[src/rtl/io_reg_pkg.sv]
// Shared constants and types for the IO register pipe: depth limits and valid-counter width.
package io_reg_pkg;

    localparam int unsigned IO_REG_MAX_DEPTH = 4;
    localparam int unsigned IO_REG_CNT_W     = 3;

    // Legal pipeline depths are 1..IO_REG_MAX_DEPTH; checked at elaboration in the stage chain.
    typedef int unsigned io_reg_depth_t;

endpackage

[src/rtl/io_reg_stage_chain.sv]
// Enabled shift chain of DEPTH registers plus a saturating fill counter that raises vld
// once the last stage holds a post-reset sample.
module io_reg_stage_chain
    import io_reg_pkg::*;
#(
    parameter int unsigned   W     = 8,
    parameter io_reg_depth_t DEPTH = 1
) (
    input  logic         clk,
    input  logic         rst_n,
    input  logic         en,
    input  logic [W-1:0] d,
    output logic [W-1:0] q,
    output logic         vld
);

    if (DEPTH == 0 || DEPTH > IO_REG_MAX_DEPTH) begin : g_bad_depth
        $error("io_reg_stage_chain: DEPTH=%0d outside legal range 1..%0d", DEPTH, IO_REG_MAX_DEPTH);
    end

    localparam logic [IO_REG_CNT_W-1:0] CNT_FULL = IO_REG_CNT_W'(DEPTH);

    logic [DEPTH-1:0][W-1:0]    stage_d, stage_q;
    logic [IO_REG_CNT_W-1:0]    cnt_d, cnt_q;
    logic                       vld_d, vld_q;

    // en=1 shifts the whole chain one place and counts one fill step; en=0 freezes
    // data and counter alike. vld is sticky until reset once the chain has filled.
    always_comb begin
        stage_d = stage_q;
        cnt_d   = cnt_q;
        if (en) begin
            stage_d[0] = d;
            for (int k = 1; k < DEPTH; k++) begin
                stage_d[k] = stage_q[k-1];
            end
            if (cnt_q != CNT_FULL) begin
                cnt_d = cnt_q + 1'b1;
            end
        end
        vld_d = (cnt_d == CNT_FULL);
    end

    always_ff @(posedge clk) begin
        if (!rst_n) begin
            stage_q <= '0;
            cnt_q   <= '0;
            vld_q   <= 1'b0;
        end else begin
            stage_q <= stage_d;
            cnt_q   <= cnt_d;
            vld_q   <= vld_d;
        end
    end

    assign q   = stage_q[DEPTH-1];
    assign vld = vld_q;

endmodule

[src/rtl/io_reg_pipe.sv]
// Bidirectional IO register cell: pipelined A2F->IQZ and OQI->F2A paths with per-lane bypass
// and constant-drive outputs.
module io_reg_pipe
    import io_reg_pkg::*;
#(
    parameter int unsigned   A2F_W     = 8,
    parameter int unsigned   F2A_W     = 18,
    parameter int unsigned   DEF_W     = 4,
    parameter io_reg_depth_t IN_DEPTH  = 1,
    parameter io_reg_depth_t OUT_DEPTH = 1
) (
    input  logic             IQC,
    input  logic             QRT_N,
    input  logic [A2F_W-1:0] ISEL,
    input  logic [A2F_W-1:0] FIXHOLD,
    input  logic             IQE,
    input  logic [A2F_W-1:0] A2F,
    output logic [A2F_W-1:0] IQZ,
    output logic             IN_VLD,
    input  logic [F2A_W-1:0] OSEL,
    input  logic             OQE,
    input  logic [F2A_W-1:0] OQI,
    output logic [F2A_W-1:0] F2A,
    output logic             OUT_VLD,
    input  logic [DEF_W-1:0] DSEL,
    output logic [DEF_W-1:0] F2A_DEF
);

    logic [A2F_W-1:0] in_last;
    logic [F2A_W-1:0] out_last;

    io_reg_stage_chain #(.W(A2F_W), .DEPTH(IN_DEPTH)) u_in_chain (
        .clk   (IQC),
        .rst_n (QRT_N),
        .en    (IQE),
        .d     (A2F),
        .q     (in_last),
        .vld   (IN_VLD)
    );

    io_reg_stage_chain #(.W(F2A_W), .DEPTH(OUT_DEPTH)) u_out_chain (
        .clk   (IQC),
        .rst_n (QRT_N),
        .en    (OQE),
        .d     (OQI),
        .q     (out_last),
        .vld   (OUT_VLD)
    );

    // Bypassed lanes follow the pad/fabric input directly, even during reset.
    assign IQZ     = (ISEL & A2F) | (~ISEL & in_last);
    assign F2A     = (OSEL & OQI) | (~OSEL & out_last);
    assign F2A_DEF = DSEL;

    // FIXHOLD only carries a per-lane hold buffer for the timing model.
    logic unused_fixhold;
    assign unused_fixhold = ^FIXHOLD;

endmodule

[config.mk]
export PLATFORM = sky130hd
export DESIGN_NAME = io_reg_pipe
export DESIGN_NICKNAME = d
export VERILOG_FILES = /design/src/rtl/io_reg_pkg.sv /design/src/rtl/io_reg_stage_chain.sv /design/src/rtl/io_reg_pipe.sv
export SDC_FILE = /design/constraint.sdc
export NUM_CORES = 1
export LEC_CHECK = 0
export ABC_CLOCK_PERIOD_IN_PS = 1250
export CORE_MARGIN = 2
export CORE_UTILIZATION = 25
export CTS_CLUSTER_SIZE = 12
export DETAILED_ROUTE_END_ITERATION = 7
export GPL_ROUTABILITY_DRIVEN = 0
export GPL_TIMING_DRIVEN = 0
export HOLD_SLACK_MARGIN = 0.03
export SYNTH_ARGS = -nofsm -noshare
export SYNTH_HDL_FRONTEND = slang
export SYNTH_SLANG_ARGS = --single-unit
[constraint.sdc]
create_clock -name IQC -period 1.25 [get_ports IQC]
set_clock_uncertainty 0.15 [all_clocks]
set_input_delay 0.1875 -clock IQC [delete_from_list [all_inputs] [get_ports IQC]]
set_output_delay 0.1875 -clock IQC [all_outputs]
set_load 0.01 [all_outputs]
==> results.sh, run 1 <==
export IMPL_ys_warn_count=0
export IMPL_grt_pass1_wl_um=6410
export IMPL_p_comb_share_pct=25.5
export IMPL_cts_root_buf="clkbuf_8"
export IMPL_grt_antenna_before_repair=0
export IMPL_violations="setup timing"
export IMPL_initial_utilization_pct=25.99
export IMPL_drive_gt1_share_pct=38.04
export IMPL_fin_ws_ns=-0.09745
export IMPL_die_area_mm2=0.007268
export IMPL_grtUsageTotal_pct=11.05
export IMPL_grt_pass1_vias=1485
export IMPL_portBuffers=86
export IMPL_rsz0062_at_grt="true"
export IMPL_status="finished, violations left"
export IMPL_ant_nets=0
export IMPL_grt_overflow_total=0
export IMPL_hold_viol=0
export IMPL_fmax_mhz=742.1
export IMPL_ios=100
export IMPL_first_iter_violations=14
export IMPL_clk_pin_slew_worst_paths_ns=0.07
export IMPL_crit_family="buffers and inverters"
export IMPL_clkSinkCount=34
export IMPL_avgSynthCellArea_um2=10.38
export IMPL_slowest_delay_ns=0.43
export IMPL_leakagePower_nw=1.456
export IMPL_seqPwrFrac_pct=41.0
export IMPL_power_switching_mw=0.6979
export IMPL_worstPathMaxFanout=2
export IMPL_dr_total_vias=1444
export IMPL_die_y_um=85.25
export IMPL_syn_instance_count=159
export IMPL_sw_frac_of_total_pct=23.80
export IMPL_peakVddDrop_mv=0.4564
export IMPL_slew_headroom_pct=84.50
export IMPL_numCtsBuffers=5
export IMPL_worstMarginPinSlew_ns=0.2319
export IMPL_fin_crit_ns=1.347
export IMPL_intPower_mw=2.235
export IMPL_n_antenna_cell=0
export IMPL_post_place_ws_ns=-0.5605
export IMPL_routedWlPerCell_um=11.87
export IMPL_clockBufferDepth=2
export IMPL_drv_slew=0
export IMPL_place_inst=322
export IMPL_hpwlAfterDp_um=2788
export IMPL_hold_path_class="input pin to flip-flop"
export IMPL_grt_max_degree=11
export IMPL_cts_tree="yes"
export IMPL_end_kind="output pin"
export IMPL_final_nets=326
export IMPL_power_mw=2.933
export IMPL_cp_arrival_ns=1.01
export IMPL_final_cells=332
export IMPL_wirelength_um=3941
export IMPL_finalCritPeriodShare_pct=107.8
export IMPL_die_x_um=85.25
export IMPL_dr_pass1_iters=2
export IMPL_n_fill_cell=602
export IMPL_cap_viol_max_count=0
export IMPL_cp_required_ns=0.91
export IMPL_path_cells="clkdlybuf4s50_1 -> mux2_4 -> buf_6"
export IMPL_cp_start_kind="input pin"
export IMPL_netlist_area_mm2=0.001650
export IMPL_rows=29
export IMPL_core_area_mm2=0.006350
export IMPL_pwr_share_clk_pct=33.5
export IMPL_htreeDepth=2
export IMPL_synth_nets=231
export IMPL_power_density_mw_per_mm2=1000
export IMPL_drc=0
export IMPL_synth_seq_cells=34
export IMPL_crit_type="input pin to output pin"
export IMPL_setup_violations=33
export IMPL_ys_types=17
export IMPL_worst_path_buf_inv=2
export IMPL_clk_latency_ns=0.28
export IMPL_seq_area_frac_synth_pct=41.24
export IMPL_area_growth_pct=77.63
export IMPL_cpMaxStageDelayCell="clkdlybuf4s50_1"
export IMPL_viasPerCell=4.349
-- flip-flops by register name (all words and copies together) (netlist names) --
name,flops
u_out_chain.vld,1
u_in_chain.vld,1
u_in_chain.cnt_q,3
u_out_chain.q,18
u_out_chain.cnt_q,3
u_in_chain.q,8
-- per-layer routing --
layer	global-route usage, %	vias to the layer above	wire, µm
met5	0	-	0
met4	6.061	0	82
met3	3.016	6	247
met2	18.04	49	1887
met1	13.09	651	1723
li1	-	738	-
-- cells in the final DEF (no fill, tap or decap) --
| master | n |
|---|---|
| inv_1 | 2 |
| nand2_2 | 1 |
| nor2_1 | 30 |
| nor2b_4 | 2 |
| dfxtp_4 | 2 |
| dlygate4sd2_1 | 41 |
| buf_12 | 1 |
| ha_1 | 2 |
| mux2i_2 | 2 |
| dfxtp_1 | 19 |
| dlymetal6s2s_1 | 4 |
| inv_6 | 1 |
| mux2i_1 | 26 |
| clkbuf_8 | 5 |
| o21ai_0 | 4 |
| clkbuf_2 | 3 |
| or3_1 | 4 |
| buf_4 | 5 |
| inv_2 | 2 |
| buf_8 | 1 |
| nand2_1 | 1 |
| clkbuf_1 | 2 |
| o211a_1 | 4 |
| dfxtp_2 | 13 |
| mux2_4 | 26 |
| nor4b_2 | 2 |
| bufinv_16 | 1 |
| clkdlybuf4s50_1 | 15 |
| a21oi_1 | 4 |
| buf_6 | 28 |
| ha_4 | 2 |
-- path summary, 6_finish.rpt --
| check | startpoint | end | slack (ns) | depth (start not counted) |
|---|---|---|---|---|
| worst min-delay path | A2F[5] | u_in_chain.q[5] | 0.03 | 3 |
| worst min register to register | u_out_chain.q[10] | u_out_chain.q[10] | 0.34 | 2 |
| worst max-delay path | OQI[0] | F2A[0] | -0.1 | 3 |
| worst max register to register | u_in_chain.cnt_q[0] | u_in_chain.vld | -0.1 | 4 |
-- synth_stat cells --
library cell | instances | area share [%]
nand2_1 | 2 | 0.46
nor2b_1 | 2 | 0.76
buf_4 | 6 | 2.7
mux2i_1 | 28 | 17
nor4b_1 | 2 | 1.1
o21ai_0 | 4 | 1.2
inv_1 | 4 | 0.91
buf_6 | 1 | 0.68
clkbuf_1 | 3 | 0.68
mux2_2 | 26 | 18
inv_6 | 1 | 0.53
a21oi_1 | 4 | 1.2
ha_1 | 4 | 3.0
or3_1 | 4 | 1.5
dfxtp_1 | 34 | 41
nor2_1 | 30 | 6.8
o211a_1 | 4 | 2.4
-- worst register-to-register path: cells and delay by family (launching register included) --
kind | cells | cell delay [ns]
compound gates | 2 | 0.42
fa+ha+maj | 1 | 0.16
flops | 1 | 0.37
simple gates | 1 | 0.13
-- power by group through the flow --
stage | Combinational, mW | Clock [mW] | Sequential (mW)
after floorplan | 0.321 | 0 | 1.22
final | 0.748 | 0.983 | 1.20
after global placement | 0.696 | 0 | 1.22
after detailed placement | 0.697 | 0 | 1.22
after CTS | 0.749 | 1.03 | 1.20
after global routing | 0.815 | 1.07 | 1.21
-- final cells by class --
cell class                 count  area, µm²  area share (%)
timing repair buffer          88      879.6           30.00
buffer                        10      82.58           2.817
clock buffer                   7      76.32           2.604
clock inverter                 1      30.03           1.024
tap                           77      96.34           3.286
sequential                    34      704.4           24.03
multi-input combinational    110       1039           35.42
inverter                       5      23.77          0.8109
-- repair_timing --
action | CTS | global route
gates resized for setup | 206 | 19
hold buffers | 0 | 0
setup buffers | 2 | 0
setup endpoints to repair | 62 | 34
pin swaps | 2 | 0
-- cells by family after synthesis --
logic type                 after synthesis  synth area share (%)
buffers and inverters                   15                 5.534
DFF                                     34                 41.24
adders and majority gates                4                 3.033
AOI/OAI and AO/OA                       12                 4.852
and+or+nand+nor                         40                 10.61
muxes                                   54                 34.72
-- per-stage QoR --
stage	utilization [%]	hold slack, ns	area (µm²)	setup TNS [ns]
after floorplan	-	0.1709	1695	-0.08870
after global placement	41.77	0.3192	2653	-25.89
after detailed placement	41.77	0.3308	2653	-26.12
after CTS	45.50	0.09449	2889	-2.770
after global routing	46.17	0.04053	2932	-3.692
final	46.17	0.03183	2932	-2.441
Note: power is estimated with default switching activity, not from simulation.
==> run 2: changes to the inputs <==
ABC_CLOCK_PERIOD_IN_PS = unset   (was 1250)
REMOVE_ABC_BUFFERS = 1   (was unset)
clock period = 1.33 ns   (was 1.25 ns; I/O delays follow)
==> run 2 against run 1 <==
  * The run still ends with setup timing left
  * Register-to-register slack gained 0.08 ns
  * Sequential power shrank 6%
  * Worst setup slack gained 0.081 ns
  * Via count grew 1.1%
  * Clock power shrank 27%
  * First-iteration DRC count grew 130%
  * Utilization shrank 1.5 points
  * Combinational power shrank 7.1%
  * Hold slack gained 0.12 ns
  * Power shrank 13%
  * Sequential cell count is the same
  * Die area is the same
  * Critical endpoint is now u_in_chain.vld
  * Largest power group unchanged
==> results.sh, run 2 (synthesized netlist as in run 1, its figures left out) <==
export IMPL_holdWs_ns=0.1503
export IMPL_place_inst=309
export IMPL_grtUsageTotal_pct=12.23
export IMPL_n_antenna_cell=0
export IMPL_htreeDepth=2
export IMPL_rsz0062_at_grt="true"
export IMPL_slew_headroom_pct=74.74
export IMPL_cp_arrival_ns=1.37
export IMPL_reg2reg_depth=4
export IMPL_cts_hold_buf=0
export IMPL_dr_total_vias=1460
export IMPL_drv_slew=0
export IMPL_wirelength_um=4381
export IMPL_pwr_share_clk_pct=28.3
export IMPL_ios=100
export IMPL_drive_gt1_share_pct=42.00
export IMPL_grt_max_degree=21
export IMPL_hold_viol=0
export IMPL_peakVddDrop_mv=0.5495
export IMPL_dr_pass1_iters=4
export IMPL_core_area_mm2=0.006350
export IMPL_cp_start_kind="flip-flop"
export IMPL_die_area_mm2=0.007268
export IMPL_drc=0
export IMPL_rows=29
export IMPL_violations="setup timing"
export IMPL_clk_pin_slew_worst_paths_ns=0.07
export IMPL_cap_viol_max_count=0
export IMPL_portBuffers=83
export IMPL_die_y_um=85.25
export IMPL_leakagePower_nw=1.395
export IMPL_hold_path_class="input pin to flip-flop"
export IMPL_largest_reg_flops=18
export IMPL_initial_utilization_pct=25.99
export IMPL_power_switching_mw=0.6642
export IMPL_crit_type="flip-flop to flip-flop"
export IMPL_cts_root_buf="clkbuf_8"
export IMPL_sw_frac_of_total_pct=26.07
export IMPL_power_mw=2.548
export IMPL_status="finished, violations left"
export IMPL_worstMarginPinSlew_ns=0.3789
export IMPL_r2r_end="u_in_chain.vld"
export IMPL_hold_path_startpoint="OQI[3]"
export IMPL_cts_tree="yes"
export IMPL_final_nets=322
export IMPL_grt_pass1_vias=1511
export IMPL_post_place_ws_ns=-1.283
export IMPL_end_kind="flip-flop"
export IMPL_intPower_mw=1.883
export IMPL_numCtsBuffers=5
export IMPL_power_density_mw_per_mm2=898.2
export IMPL_seqPwrFrac_pct=44.4
export IMPL_rrSetupSlack_ns=-0.02
export IMPL_fin_area_mm2=0.002836
export IMPL_cp_required_ns=1.35
export IMPL_first_iter_violations=32
export IMPL_clk_latency_ns=0.28
export IMPL_grt_overflow_total=0
export IMPL_fin_ws_ns=-0.01636
export IMPL_placed_area_mm2=0.002510
export IMPL_holdPathStages=3
export IMPL_final_cell_mix="54 x dlygate4sd2_1, 30 x nor2_1, 27 x mux2i_1"
export IMPL_routedWlPerCell_um=13.40
export IMPL_r2r_start="u_in_chain.cnt_q[0]"
export IMPL_hold_path_end="u_out_chain.q[3]"
export IMPL_die_x_um=85.25
export IMPL_ant_nets=0
export IMPL_viasPerCell=4.465
export IMPL_final_cells=327
export IMPL_fin_crit_ns=1.346
export IMPL_clockBufferDepth=2
export IMPL_fmax_mhz=742.7
export IMPL_setup_violations=22
export IMPL_area_growth_pct=71.87
export IMPL_clkSinkCount=34
export IMPL_finalCritPeriodShare_pct=101.2
export IMPL_grt_antenna_before_repair=0
export IMPL_grt_pass1_wl_um=7003
export IMPL_worstPathMaxFanout=6
export IMPL_final_common_cell="dlygate4sd2_1"
export IMPL_p_comb_share_pct=27.3
export IMPL_hpwlAfterDp_um=2667
[run 2: changes by cell type in the layout (fill, tap and decap cells not counted), sizes merged]
| cell | before | now |
|---|---|---|
| clkdlybuf4s50 | 15 | 1 |
| buf | 35 | 37 |
| clkbuf | 10 | 8 |
| dlygate4sd2 | 41 | 54 |
| bufinv | 1 | 0 |
| inv | 5 | 4 |
| clkinvlp | 0 | 2 |
| dlymetal6s2s | 4 | 0 |
[run 2: power groups by stage]
| stage | Sequential (mW) | Clock, mW | Combinational, mW |
|---|---|---|---|
| after detailed placement | 1.14 | 0 | 0.614 |
| after global placement | 1.14 | 0 | 0.612 |
| final | 1.13 | 0.722 | 0.695 |
| after floorplan | 1.14 | 0 | 0.250 |
| after global routing | 1.14 | 0.798 | 0.749 |
| after CTS | 1.12 | 0.759 | 0.673 |
[run 2: timing repair]
item	4_1_cts	5_1_grt
resized for setup	234	25
buffers inserted	8	2
pin swaps	3	3
cloned	1	0
setup endpoints to repair	62	33
[run 2: per-layer routing]
layer  vias up  routed length [µm]  global-route usage, %
met5         -                   0                      0
met1       684                1865                  15.16
met2        39                2239                  20.31
met3         6                 239                  3.696
met4         0                  37                  3.896
li1        731                   -                      -
[run 2: worst max-delay path, cell delays in order, from the launching register on]
cell and delay, ns:
dfxtp_4 0.37, ha_4 0.16, nor2b_4 0.14, o211a_1 0.21
o211a_1 0.20
[run 2: worst max-delay path by stage]
| stage | endpoint | cells after the start | start |
|---|---|---|---|
| 2_1_floorplan | u_out_chain.vld | 5 | u_out_chain.cnt_q[1] |
| 3_3_place_gp | u_out_chain.cnt_q[0] | 4 | OQE |
| 3_5_place_dp | u_out_chain.cnt_q[0] | 4 | OQE |
| 4_1_cts | F2A[15] | 2 | u_out_chain.q[15] |
| 5_1_grt | u_out_chain.cnt_q[0] | 5 | u_out_chain.cnt_q[1] |
| 6_report | u_in_chain.vld | 4 | u_in_chain.cnt_q[0] |
[run 2: per-stage QoR]
stage	TNS [ns]	utilization [%]
2_1_floorplan	-0.08247	-
3_3_place_gp	-39.97	39.53
3_5_place_dp	-39.75	39.53
4_1_cts	-0.4178	43.55
5_1_grt	-1.194	44.67
6_report	-0.1204	44.67
[run 2: layout make-up]
| cell class | count | area [µm²] |
|---|---|---|
| flip-flops and latches | 34 | 706.9 |
| repair buffers | 93 | 863.3 |
| clock buffers | 7 | 76.32 |
| multi-input cells | 110 | 1059 |
| well taps | 77 | 96.34 |
| repair inverters | 1 | 7.507 |
| inverters | 5 | 27.53 |
| fillers | 625 | 3513 |
==> run 3: changes to the inputs <==
CORE_ASPECT_RATIO = 0.7   (was unset)
SKIP_CTS_REPAIR_TIMING = 1   (was unset)
==> run 3 against run 2 <==
  * The flow still finishes with violations (setup timing)
  * Critical endpoint is now F2A[6]
  * Via count is 1.6% lower
  * Largest power group unchanged
  * Final cell count is 1.2% lower
  * Largest cell class is now non-clock buffers
  * Utilization is 2.9 points higher
  * Non-clock buffer count is 6 lower
  * Die area is 0.14% higher
  * Sequential power hardly changed
  * Register-to-register slack hardly changed
  * Sequential share of layout area is 1.2 points lower
  * Hold slack worse by 0.094 ns
==> results.sh, run 3 (synthesized netlist as in run 1, its figures left out) <==
export IMPL_status="finished, violations left"
export IMPL_violations="setup timing"
export IMPL_clockBufferDepth=2
export IMPL_hpwlAfterDp_um=2739
export IMPL_die_y_um=71.98
export IMPL_dr_total_vias=1436
export IMPL_routed_top_layer="met4"
export IMPL_cts_tree="yes"
export IMPL_first_iter_violations=27
export IMPL_drive_gt1_share_pct=39.59
export IMPL_htreeDepth=2
export IMPL_grt_max_degree=33
export IMPL_fin_ws_ns=-0.02619
export IMPL_rows=24
export IMPL_clk_pin_slew_worst_paths_ns=0.06
export IMPL_cp_required_ns=0.98
export IMPL_cap_viol_max_count=0
export IMPL_wirelength_um=4351
export IMPL_cts_root_buf="clkbuf_8"
export IMPL_initial_utilization_pct=26.17
export IMPL_leakagePower_nw=1.809
export IMPL_rsz0062_at_grt="true"
export IMPL_final_cell_mix="54 x dlymetal6s2s_1, 30 x nor2_1, 28 x mux2i_1"
export IMPL_ios=100
export IMPL_grt_pass1_wl_um=6127
export IMPL_worstMarginPinSlew_ns=0.6836
export IMPL_grt_overflow_total=0
export IMPL_portBuffers=83
export IMPL_drv_slew=0
export IMPL_worstPathMaxFanout=2
export IMPL_finalCritPeriodShare_pct=102.0
export IMPL_numCtsBuffers=5
export IMPL_ant_nets=0
export IMPL_grt_antenna_before_repair=0
export IMPL_grt_pass1_vias=1366
export IMPL_holdWs_ns=0.05647
export IMPL_die_x_um=101.1
export IMPL_power_density_mw_per_mm2=865.7
export IMPL_crit_type="input pin to output pin"
export IMPL_peakVddDrop_mv=0.3843
export IMPL_routedWlPerCell_um=13.47
export IMPL_end_kind="output pin"
export IMPL_cp_start_kind="input pin"
export IMPL_hold_path_class="input pin to flip-flop"
export IMPL_area_growth_pct=81.80
export IMPL_largest_reg_flops=18
export IMPL_grtUsageTotal_pct=10.63
export IMPL_finalSetupTns_ns=-0.1044
export IMPL_wirelength_met1_um=2063
export IMPL_final_common_cell="dlymetal6s2s_1"
export IMPL_place_inst=310
export IMPL_fin_crit_ns=1.356
export IMPL_die_area_mm2=0.007277
export IMPL_core_area_mm2=0.006306
export IMPL_n_antenna_cell=0
export IMPL_setup_violations=9
export IMPL_final_nets=316
export IMPL_route_met3_wl_um=317
export IMPL_drc=0
export IMPL_power_mw=2.597
export IMPL_viasPerCell=4.446
export IMPL_cp_arrival_ns=1.01
export IMPL_wl_met2_um=1961
export IMPL_dr_pass1_iters=4
export IMPL_n_fill_cell=574
export IMPL_clk_latency_ns=0.27
export IMPL_final_cells=323
export IMPL_clkSinkCount=34
export IMPL_slew_headroom_pct=54.35
export IMPL_fmax_mhz=737.4
export IMPL_hold_viol=0
-- run 3: worst max-delay path: stages --
cell             delay (ns)
clkdlybuf4s50_1        0.42
mux2_4                 0.27
buf_6                  0.12
-- run 3: worst paths after layout --
path,start,end,slack (ns),cells past startpoint
worst min-delay path,OQI[17],u_out_chain.q[17],0.06,3
worst max-delay path,OQI[6],F2A[6],-0.03,3
worst min register to register,u_out_chain.q[17],u_out_chain.q[17],0.34,2
worst max register to register,u_in_chain.cnt_q[1],u_in_chain.vld,-0.02,5
-- run 3: per-layer routing --
| metal | global-route usage (%) | vias up |
|---|---|---|
| li1 | - | 721 |
| met1 | 14.01 | 667 |
| met2 | 15.89 | 46 |
| met3 | 4.817 | 2 |
| met4 | 2.703 | 0 |
| met5 | 0 | - |
-- run 3: final cells by class --
type | instances | area [µm²] | area share [%]
clock inverter | 1 | 5.005 | 0.1668
multi-input combinational | 110 | 1027 | 34.24
sequential | 34 | 710.7 | 23.69
tap | 78 | 97.59 | 3.253
clock buffer | 7 | 86.33 | 2.877
timing repair inverter | 1 | 7.507 | 0.2502
inverter | 5 | 27.53 | 0.9174
timing repair buffer | 87 | 1039 | 34.61
-- run 3: power by group --
part	total [mW]	switching, mW	internal, mW	leakage (nW)
clock network	0.764	0.346	0.417	0.0482
registers	1.13	0.0417	1.09	0.288
logic	0.701	0.254	0.447	1.47
-- run 3: metrics by stage --
step	area, µm²	util (%)	setup WS (ns)
floorplan	1583	-	-0.02045
global placement	2511	39.82	-1.280
detailed placement	2511	39.82	-1.285
CTS	2603	41.27	-0.9987
global route	3000	47.58	-0.07843
finish	3000	47.58	-0.02619
